<file path="src/rtl/if_fetch.sv">
// Instruction fetch stage: owns the PC, issues one word fetch at a time to
// instruction memory and buffers returned {pc,inst} pairs for the IF/ID register.
// EX redirects flush the buffer and discard the in-flight response (drop flag).
// Optional feature macro: IF_MISALIGN_TRAP_EN. When it is defined, a redirect to
// a non-word-aligned target pushes a single trap marker entry instead of fetching.
module if_fetch #(
    parameter int unsigned       ADDR_W     = 32,
    parameter int unsigned       DATA_W     = 32,
    parameter int unsigned       FIFO_DEPTH = 2,
    parameter logic [ADDR_W-1:0] RESET_PC   = '0
) (
    input  logic              clk,
    input  logic              rst,
    output logic              mem_req_o,
    output logic [ADDR_W-1:0] mem_addr_o,
    input  logic              mem_gnt_i,
    input  logic              mem_rvalid_i,
    input  logic [DATA_W-1:0] mem_rdata_i,
    input  logic              jump_en_i,
    input  logic [ADDR_W-1:0] jump_addr_i,
    input  logic              ready_i,
    output logic              valid_o,
    output logic [ADDR_W-1:0] pc_o,
    output logic [DATA_W-1:0] inst_o,
    output logic              misalign_o
);

    localparam int unsigned PTR_W = (FIFO_DEPTH > 1) ? $clog2(FIFO_DEPTH) : 1;
    localparam int unsigned CNT_W = PTR_W + 1;

    typedef enum logic [1:0] {
        S_IDLE  = 2'd0,
        S_ISSUE = 2'd1,
        S_WAIT  = 2'd2
    } state_t;

    state_t            state_q, state_d;
    logic [ADDR_W-1:0] pc_q, pc_d;
    logic [ADDR_W-1:0] issued_pc_q, issued_pc_d;
    logic              drop_q, drop_d;
    logic              trap_hold;

    logic [PTR_W-1:0]  wr_q, wr_d;
    logic [PTR_W-1:0]  rd_q, rd_d;
    logic [CNT_W-1:0]  cnt_q, cnt_d;
    logic [ADDR_W-1:0] fpc_q   [FIFO_DEPTH];
    logic [ADDR_W-1:0] fpc_d   [FIFO_DEPTH];
    logic [DATA_W-1:0] finst_q [FIFO_DEPTH];
    logic [DATA_W-1:0] finst_d [FIFO_DEPTH];
    logic              fmis_q  [FIFO_DEPTH];
    logic              fmis_d  [FIFO_DEPTH];

    logic              push, pop;

    logic              req_q, req_d;
    logic [ADDR_W-1:0] addr_q, addr_d;
    logic              valid_q, valid_d;
    logic [ADDR_W-1:0] opc_q, opc_d;
    logic [DATA_W-1:0] oinst_q, oinst_d;
    logic              omis_q, omis_d;

`ifdef IF_MISALIGN_TRAP_EN
    logic              trap_q, trap_d;

    // Trap state: holds the FSM idle after a misaligned redirect
    always_ff @(posedge clk or negedge rst) begin
        if (!rst) begin
            trap_q <= 1'b0;
        end else begin
            trap_q <= trap_d;
        end
    end

    assign trap_hold = trap_q;
`else
    logic              unused_jump_lsb;

    assign trap_hold       = 1'b0;
    assign unused_jump_lsb = ^jump_addr_i[1:0];
`endif

    // Next-state: redirect, FIFO push/pop, fetch FSM and registered output images
    always_comb begin
        state_d     = state_q;
        pc_d        = pc_q;
        issued_pc_d = issued_pc_q;
        drop_d      = drop_q;
`ifdef IF_MISALIGN_TRAP_EN
        trap_d      = trap_q;
`endif
        wr_d        = wr_q;
        rd_d        = rd_q;
        cnt_d       = cnt_q;
        fpc_d       = fpc_q;
        finst_d     = finst_q;
        fmis_d      = fmis_q;
        push        = 1'b0;
        pop         = 1'b0;

        if (jump_en_i) begin
            // A response is still owed if one was outstanding and did not land this cycle
            drop_d = ((state_q == S_WAIT) && !mem_rvalid_i)
                   || ((state_q == S_ISSUE) && mem_gnt_i)
                   || (drop_q && !mem_rvalid_i);
            wr_d    = '0;
            rd_d    = '0;
            cnt_d   = '0;
            pc_d    = {jump_addr_i[ADDR_W-1:2], 2'b00};
            state_d = drop_d ? S_IDLE : S_ISSUE;
`ifdef IF_MISALIGN_TRAP_EN
            trap_d  = 1'b0;
            if (jump_addr_i[1:0] != 2'b00) begin
                trap_d     = 1'b1;
                state_d    = S_IDLE;
                fpc_d[0]   = jump_addr_i;
                finst_d[0] = DATA_W'(32'h0000_0013);
                fmis_d[0]  = 1'b1;
                wr_d       = PTR_W'(1);
                cnt_d      = CNT_W'(1);
            end
`endif
        end else begin
            pop  = valid_q && ready_i;
            push = (state_q == S_WAIT) && mem_rvalid_i;
            if (drop_q && mem_rvalid_i) begin
                drop_d = 1'b0;
            end
            if (push) begin
                fpc_d[wr_q]   = issued_pc_q;
                finst_d[wr_q] = mem_rdata_i;
                fmis_d[wr_q]  = 1'b0;
                wr_d          = wr_q + PTR_W'(1);
            end
            if (pop) begin
                rd_d = rd_q + PTR_W'(1);
            end
            cnt_d = cnt_q + CNT_W'(push) - CNT_W'(pop);

            unique case (state_q)
                S_IDLE: begin
                    if (!drop_d && !trap_hold && (cnt_d < CNT_W'(FIFO_DEPTH))) begin
                        state_d = S_ISSUE;
                    end
                end
                S_ISSUE: begin
                    if (mem_gnt_i) begin
                        issued_pc_d = pc_q;
                        pc_d        = pc_q + ADDR_W'(4);
                        state_d     = S_WAIT;
                    end
                end
                S_WAIT: begin
                    if (mem_rvalid_i) begin
                        state_d = (cnt_d < CNT_W'(FIFO_DEPTH)) ? S_ISSUE : S_IDLE;
                    end
                end
                default: state_d = S_IDLE;
            endcase
        end

        req_d   = (state_d == S_ISSUE);
        addr_d  = pc_d;
        valid_d = (cnt_d != '0);
        opc_d   = valid_d ? fpc_d[rd_d]   : '0;
        oinst_d = valid_d ? finst_d[rd_d] : '0;
        omis_d  = valid_d ? fmis_d[rd_d]  : 1'b0;
    end

    // State, FIFO storage and output registers
    always_ff @(posedge clk or negedge rst) begin
        if (!rst) begin
            state_q     <= S_IDLE;
            pc_q        <= RESET_PC;
            issued_pc_q <= '0;
            drop_q      <= 1'b0;
            wr_q        <= '0;
            rd_q        <= '0;
            cnt_q       <= '0;
            for (int i = 0; i < int'(FIFO_DEPTH); i++) begin
                fpc_q[i]   <= '0;
                finst_q[i] <= '0;
                fmis_q[i]  <= 1'b0;
            end
            req_q       <= 1'b0;
            addr_q      <= RESET_PC;
            valid_q     <= 1'b0;
            opc_q       <= '0;
            oinst_q     <= '0;
            omis_q      <= 1'b0;
        end else begin
            state_q     <= state_d;
            pc_q        <= pc_d;
            issued_pc_q <= issued_pc_d;
            drop_q      <= drop_d;
            wr_q        <= wr_d;
            rd_q        <= rd_d;
            cnt_q       <= cnt_d;
            fpc_q       <= fpc_d;
            finst_q     <= finst_d;
            fmis_q      <= fmis_d;
            req_q       <= req_d;
            addr_q      <= addr_d;
            valid_q     <= valid_d;
            opc_q       <= opc_d;
            oinst_q     <= oinst_d;
            omis_q      <= omis_d;
        end
    end

    assign mem_req_o  = req_q;
    assign mem_addr_o = addr_q;
    assign valid_o    = valid_q;
    assign pc_o       = opc_q;
    assign inst_o     = oinst_q;
    assign misalign_o = omis_q;

endmodule
</file>
<file path="config.mk">
export PLATFORM = sky130hd
export DESIGN_NAME = if_fetch
export DESIGN_NICKNAME = d
export VERILOG_FILES = /design/src/rtl/if_fetch.sv
export SDC_FILE = /design/constraint.sdc
export NUM_CORES = 1
export LEC_CHECK = 0
export ABC_AREA = 1
export ABC_CLOCK_PERIOD_IN_PS = 2210
export BUFFER_PORTS_ARGS = -buffer_cell sky130_fd_sc_hd__buf_2
export CAP_MARGIN = 25
export CORE_ASPECT_RATIO = 0.8
export CORE_MARGIN = 2
export CORE_UTILIZATION = 39
export CTS_CLUSTER_DIAMETER = 50
export DETAILED_ROUTE_END_ITERATION = 7
export PLACE_DENSITY = 0.55
export SKIP_LAST_GASP = 1
export SLEW_MARGIN = 20
export SYNTH_ARGS = -nofsm -noshare
export SYNTH_HDL_FRONTEND = slang
export SYNTH_SLANG_ARGS = --single-unit
</file>
<file path="constraint.sdc">
create_clock -name clk -period 2.21 [get_ports clk]
set_input_delay 0.442 -clock clk [delete_from_list [all_inputs] [get_ports clk]]
set_output_delay 0.442 -clock clk [all_outputs]
set_load 0.02 [all_outputs]
</file>
==> impl_metrics.toml <==
[run_status]
status = "finished clean"

[yosys]
synth_seq_area_share = 0.590
synthArstFlopShare = 1.00
yosysWarnings = 0
synth_most_common_cell = "nand2_1"
ys_top_cells_by_count = "nand2_1 (439), dfrtp_1 (264), nand3_1 (152)"
yosys.area.top_type = "dfrtp_1"
yosys-top-cells-area = "dfrtp_1 (59%), nand2_1 (15%), nand3_1 (6.8%)"
synth.distinct_cells = 29
synth_top_area_frac = 0.590
synthCells = 1308
avgSynthCellArea_um2 = 8.56
synth_seq_cells = 264
synth_area_um2 = 11200
synthFlopType = "dfrtp_1"
synth_edf_count = 0

[worst_setup_path]
worstRegToRegCells = 12
crit_buf_inv = 5
reg2reg_from = "state_q[0]"
criticalPathCategory = "flip-flop to flip-flop"
crit_family = "buffers and inverters"
crit_path_end_kind = "flip-flop"
crit_fanout = 24
worstSetupStartpointType = "flip-flop"
cp_common_cell = "inv_1"
slowest_delay_ns = 0.37
worstPathRequired_ns = 2.58
path_cells = "inv_1, nand3_1, ha_1, inv_1, ha_1, inv_1, nand2_1, nand3_1, o21ai_2, inv_2, buf_12, nor2_1"
r2r_end = "misalign_o"
r2r_slack_ns = 0.17
cpMaxStageDelayCell = "dfrtp_1"
cp.arrival_ns = 2.42

[layout]
design_area_um2 = 13800
multi_input_area_um2 = 3900
fillers = 2739
instances_no_fill = 1874
fin_nets = 1551
area_growth_pct = 23.5
regArea_um2 = 6610
final_core_util = 0.489
drive_gt1_frac = 0.182

[route]
wl_per_cell_um = 15.3
wirelength_um = 28700
firstDrtPassIters = 5
postRouteAntennaNets = 0
drt_drc_violations_left = 0
viasPerCell = 4.84
vias = 9077
drt_iter0_markers = 469

[placement]
pre_cts_slack_ns = 0.0633
dp.cells = 1811
gp_congestion = 0.860
port-buffer-count = 164
placed_area_um2 = 12600
dp_hpwl_um = 19000

[sta]
rsz0062_at_grt = "false"
max_freq_mhz = 489
finalHoldWorstSlack_ns = 0.153
fin_setup_tns_ns = 0
fin_crit_sh = 0.925
relSlewSlack = 0.627
worstMarginPinSlew_ns = 0.559
final_hold_viol_count = 0
final.setup_skew_ns = 0.0156
layout_setup_ws_ns = 0.166
setup_viol = 0
final-max-slew-violation-count = 0
period_needed_ns = 2.04

[clocking]
cts-buffers-inserted = 34
clk_pin_slew_worst_paths_ns = 0.06
cts_max_level = 2
cts.sinks = 264
root_buffer = "clkbuf_16"
clockBufferDepth = 3
clk_latency_ns = 0.50
cts_tree = "built"

[pwr]
ir_drop_mv = 0.652
power_density_nw_per_um2 = 1190
finalPower_mw = 16.5
leakage_nw = 7.34

[min_path]
whs_endpoint = "mem_addr_o[5]"
holdPathStages = 3
min_from = "jump_addr_i[5]"
hold_class = "primary input to flip-flop"

[grt]
gr-total-overflow = 0
grt_first_pass_wirelength_um = 47100
grt_start_max_net_pins = 70
grt.total_usage = 0.194
grt_pass1_vias = 8834
antenna_found_initial = 1

[die]
io_pins = 169
core_area_um2 = 28300
die_y_um = 156
row_count = 55
start_util = 0.396
dieArea_um2 = 30100
die_x_um = 193

[job]
drv_cap = 0
[repair_timing]
action / CTS / global route
hold buffers: 1 / 0
buffers inserted: 0 / 0
gates resized for setup: 0 / 0
hold endpoints to repair: 59 / 0
[report_power, final]
| group | leakage [nW] | switching, mW | internal, mW | total (mW) |
|---|---|---|---|---|
| sequential | 3.48 | 0.633 | 6.03 | 6.66 |
| combinational | 3.25 | 2.57 | 1.39 | 3.96 |
| clock | 0.608 | 2.12 | 3.74 | 5.86 |
| total | 7.34 | 5.32 | 11.2 | 16.5 |
[flip-flops by register name (all words and copies together), names as in the netlist, 2 cells and up]
| register | flops |
|---|---|
| cnt_q | 2 |
| finst_q | 64 |
| fmis_q | 2 |
| fpc_q | 64 |
| inst_o | 32 |
| issued_pc_q | 30 |
| mem_addr_o | 30 |
| pc_o | 32 |
| state_q | 2 |
[cell families after synthesis]
| family | after synthesis | synth area share |
|---|---|---|
| simple gates | 731 | 0.268 |
| xor+xnor | 8 | 0.00626 |
| compound gates | 148 | 0.0698 |
| flops | 264 | 0.590 |
| other cells | 1 | 0.000335 |
| buf+inv | 153 | 0.0624 |
| fa+ha+maj | 3 | 0.00335 |
[worst max path at each step]
stage	startpoint	endpoint	slack, ns	depth (start not counted)
3_3_place_gp	mem_rvalid_i	pc_o[15]	0.1	12
4_1_cts	state_q[0]	inst_o[24]	0.14	12
3_5_place_dp	mem_rvalid_i	inst_o[24]	0.06	12
2_1_floorplan	valid_o	inst_o[24]	0.30	13
6_report	state_q[0]	misalign_o	0.17	12
5_1_grt	state_q[0]	inst_o[22]	0.03	12
[cell usage in the layout, fill, tap and decap left out]
cell type | netlist | final
nand2_1 | 439 | 439
dfrtp_1 | 264 | 264
buf_2 | 30 | 163
nand3_1 | 152 | 151
nor2_1 | 121 | 121
inv_1 | 81 | 80
o21ai_1 | 61 | 61
o21ai_0 | 59 | 59
clkbuf_16 | 0 | 37
buf_4 | 5 | 22
buf_12 | 0 | 15
a21oi_1 | 14 | 14
nand4_1 | 11 | 11
clkbuf_8 | 0 | 10
o211ai_1 | 8 | 8
xor2_1 | 6 | 6
clkinv_2 | 0 | 4
o221ai_1 | 3 | 3
inv_2 | 3 | 3
nor2_4 | 2 | 3
ha_1 | 3 | 3
inv_6 | 0 | 3
bufinv_16 | 0 | 3
xnor2_1 | 2 | 2
nand3_2 | 1 | 2
nor2_2 | 3 | 2
conb_1 | 1 | 2
clkbuf_1 | 18 | 2
diode_2 | 0 | 1
o21bai_1 | 1 | 1
nor3_1 | 1 | 1
o21a_1 | 1 | 1
nand2_2 | 1 | 1
o21ai_2 | 1 | 1
inv_4 | 0 | 1
clkinvlp_4 | 0 | 1
inv_8 | 0 | 1
dlygate4sd3_1 | 0 | 1
buf_8 | 0 | 1
[per-layer routing]
metal	vias up	track usage	wire [um]
met2	245	0.279	12000
met1	4269	0.298	14600
met3	42	0.0340	1620
met4	0	0.0542	562
met5	-	0	0
li1	4521	-	-
[area by class of cell]
type	instances	area share
multi-input combinational	892	0.282
sequential	264	0.478
tap	370	0.0335
inverter	84	0.0230
antenna	1	0.000181
clock inverter	12	0.0112
timing repair buffer	202	0.0945
clock buffer	49	0.0775
[tightest hold or removal path, cell delays in order]
cell and delay, ns:
buf_2 0.07, nand2_1 0.05, o221ai_1 0.06
No activity file was read; power rests on OpenSTA's default activity.
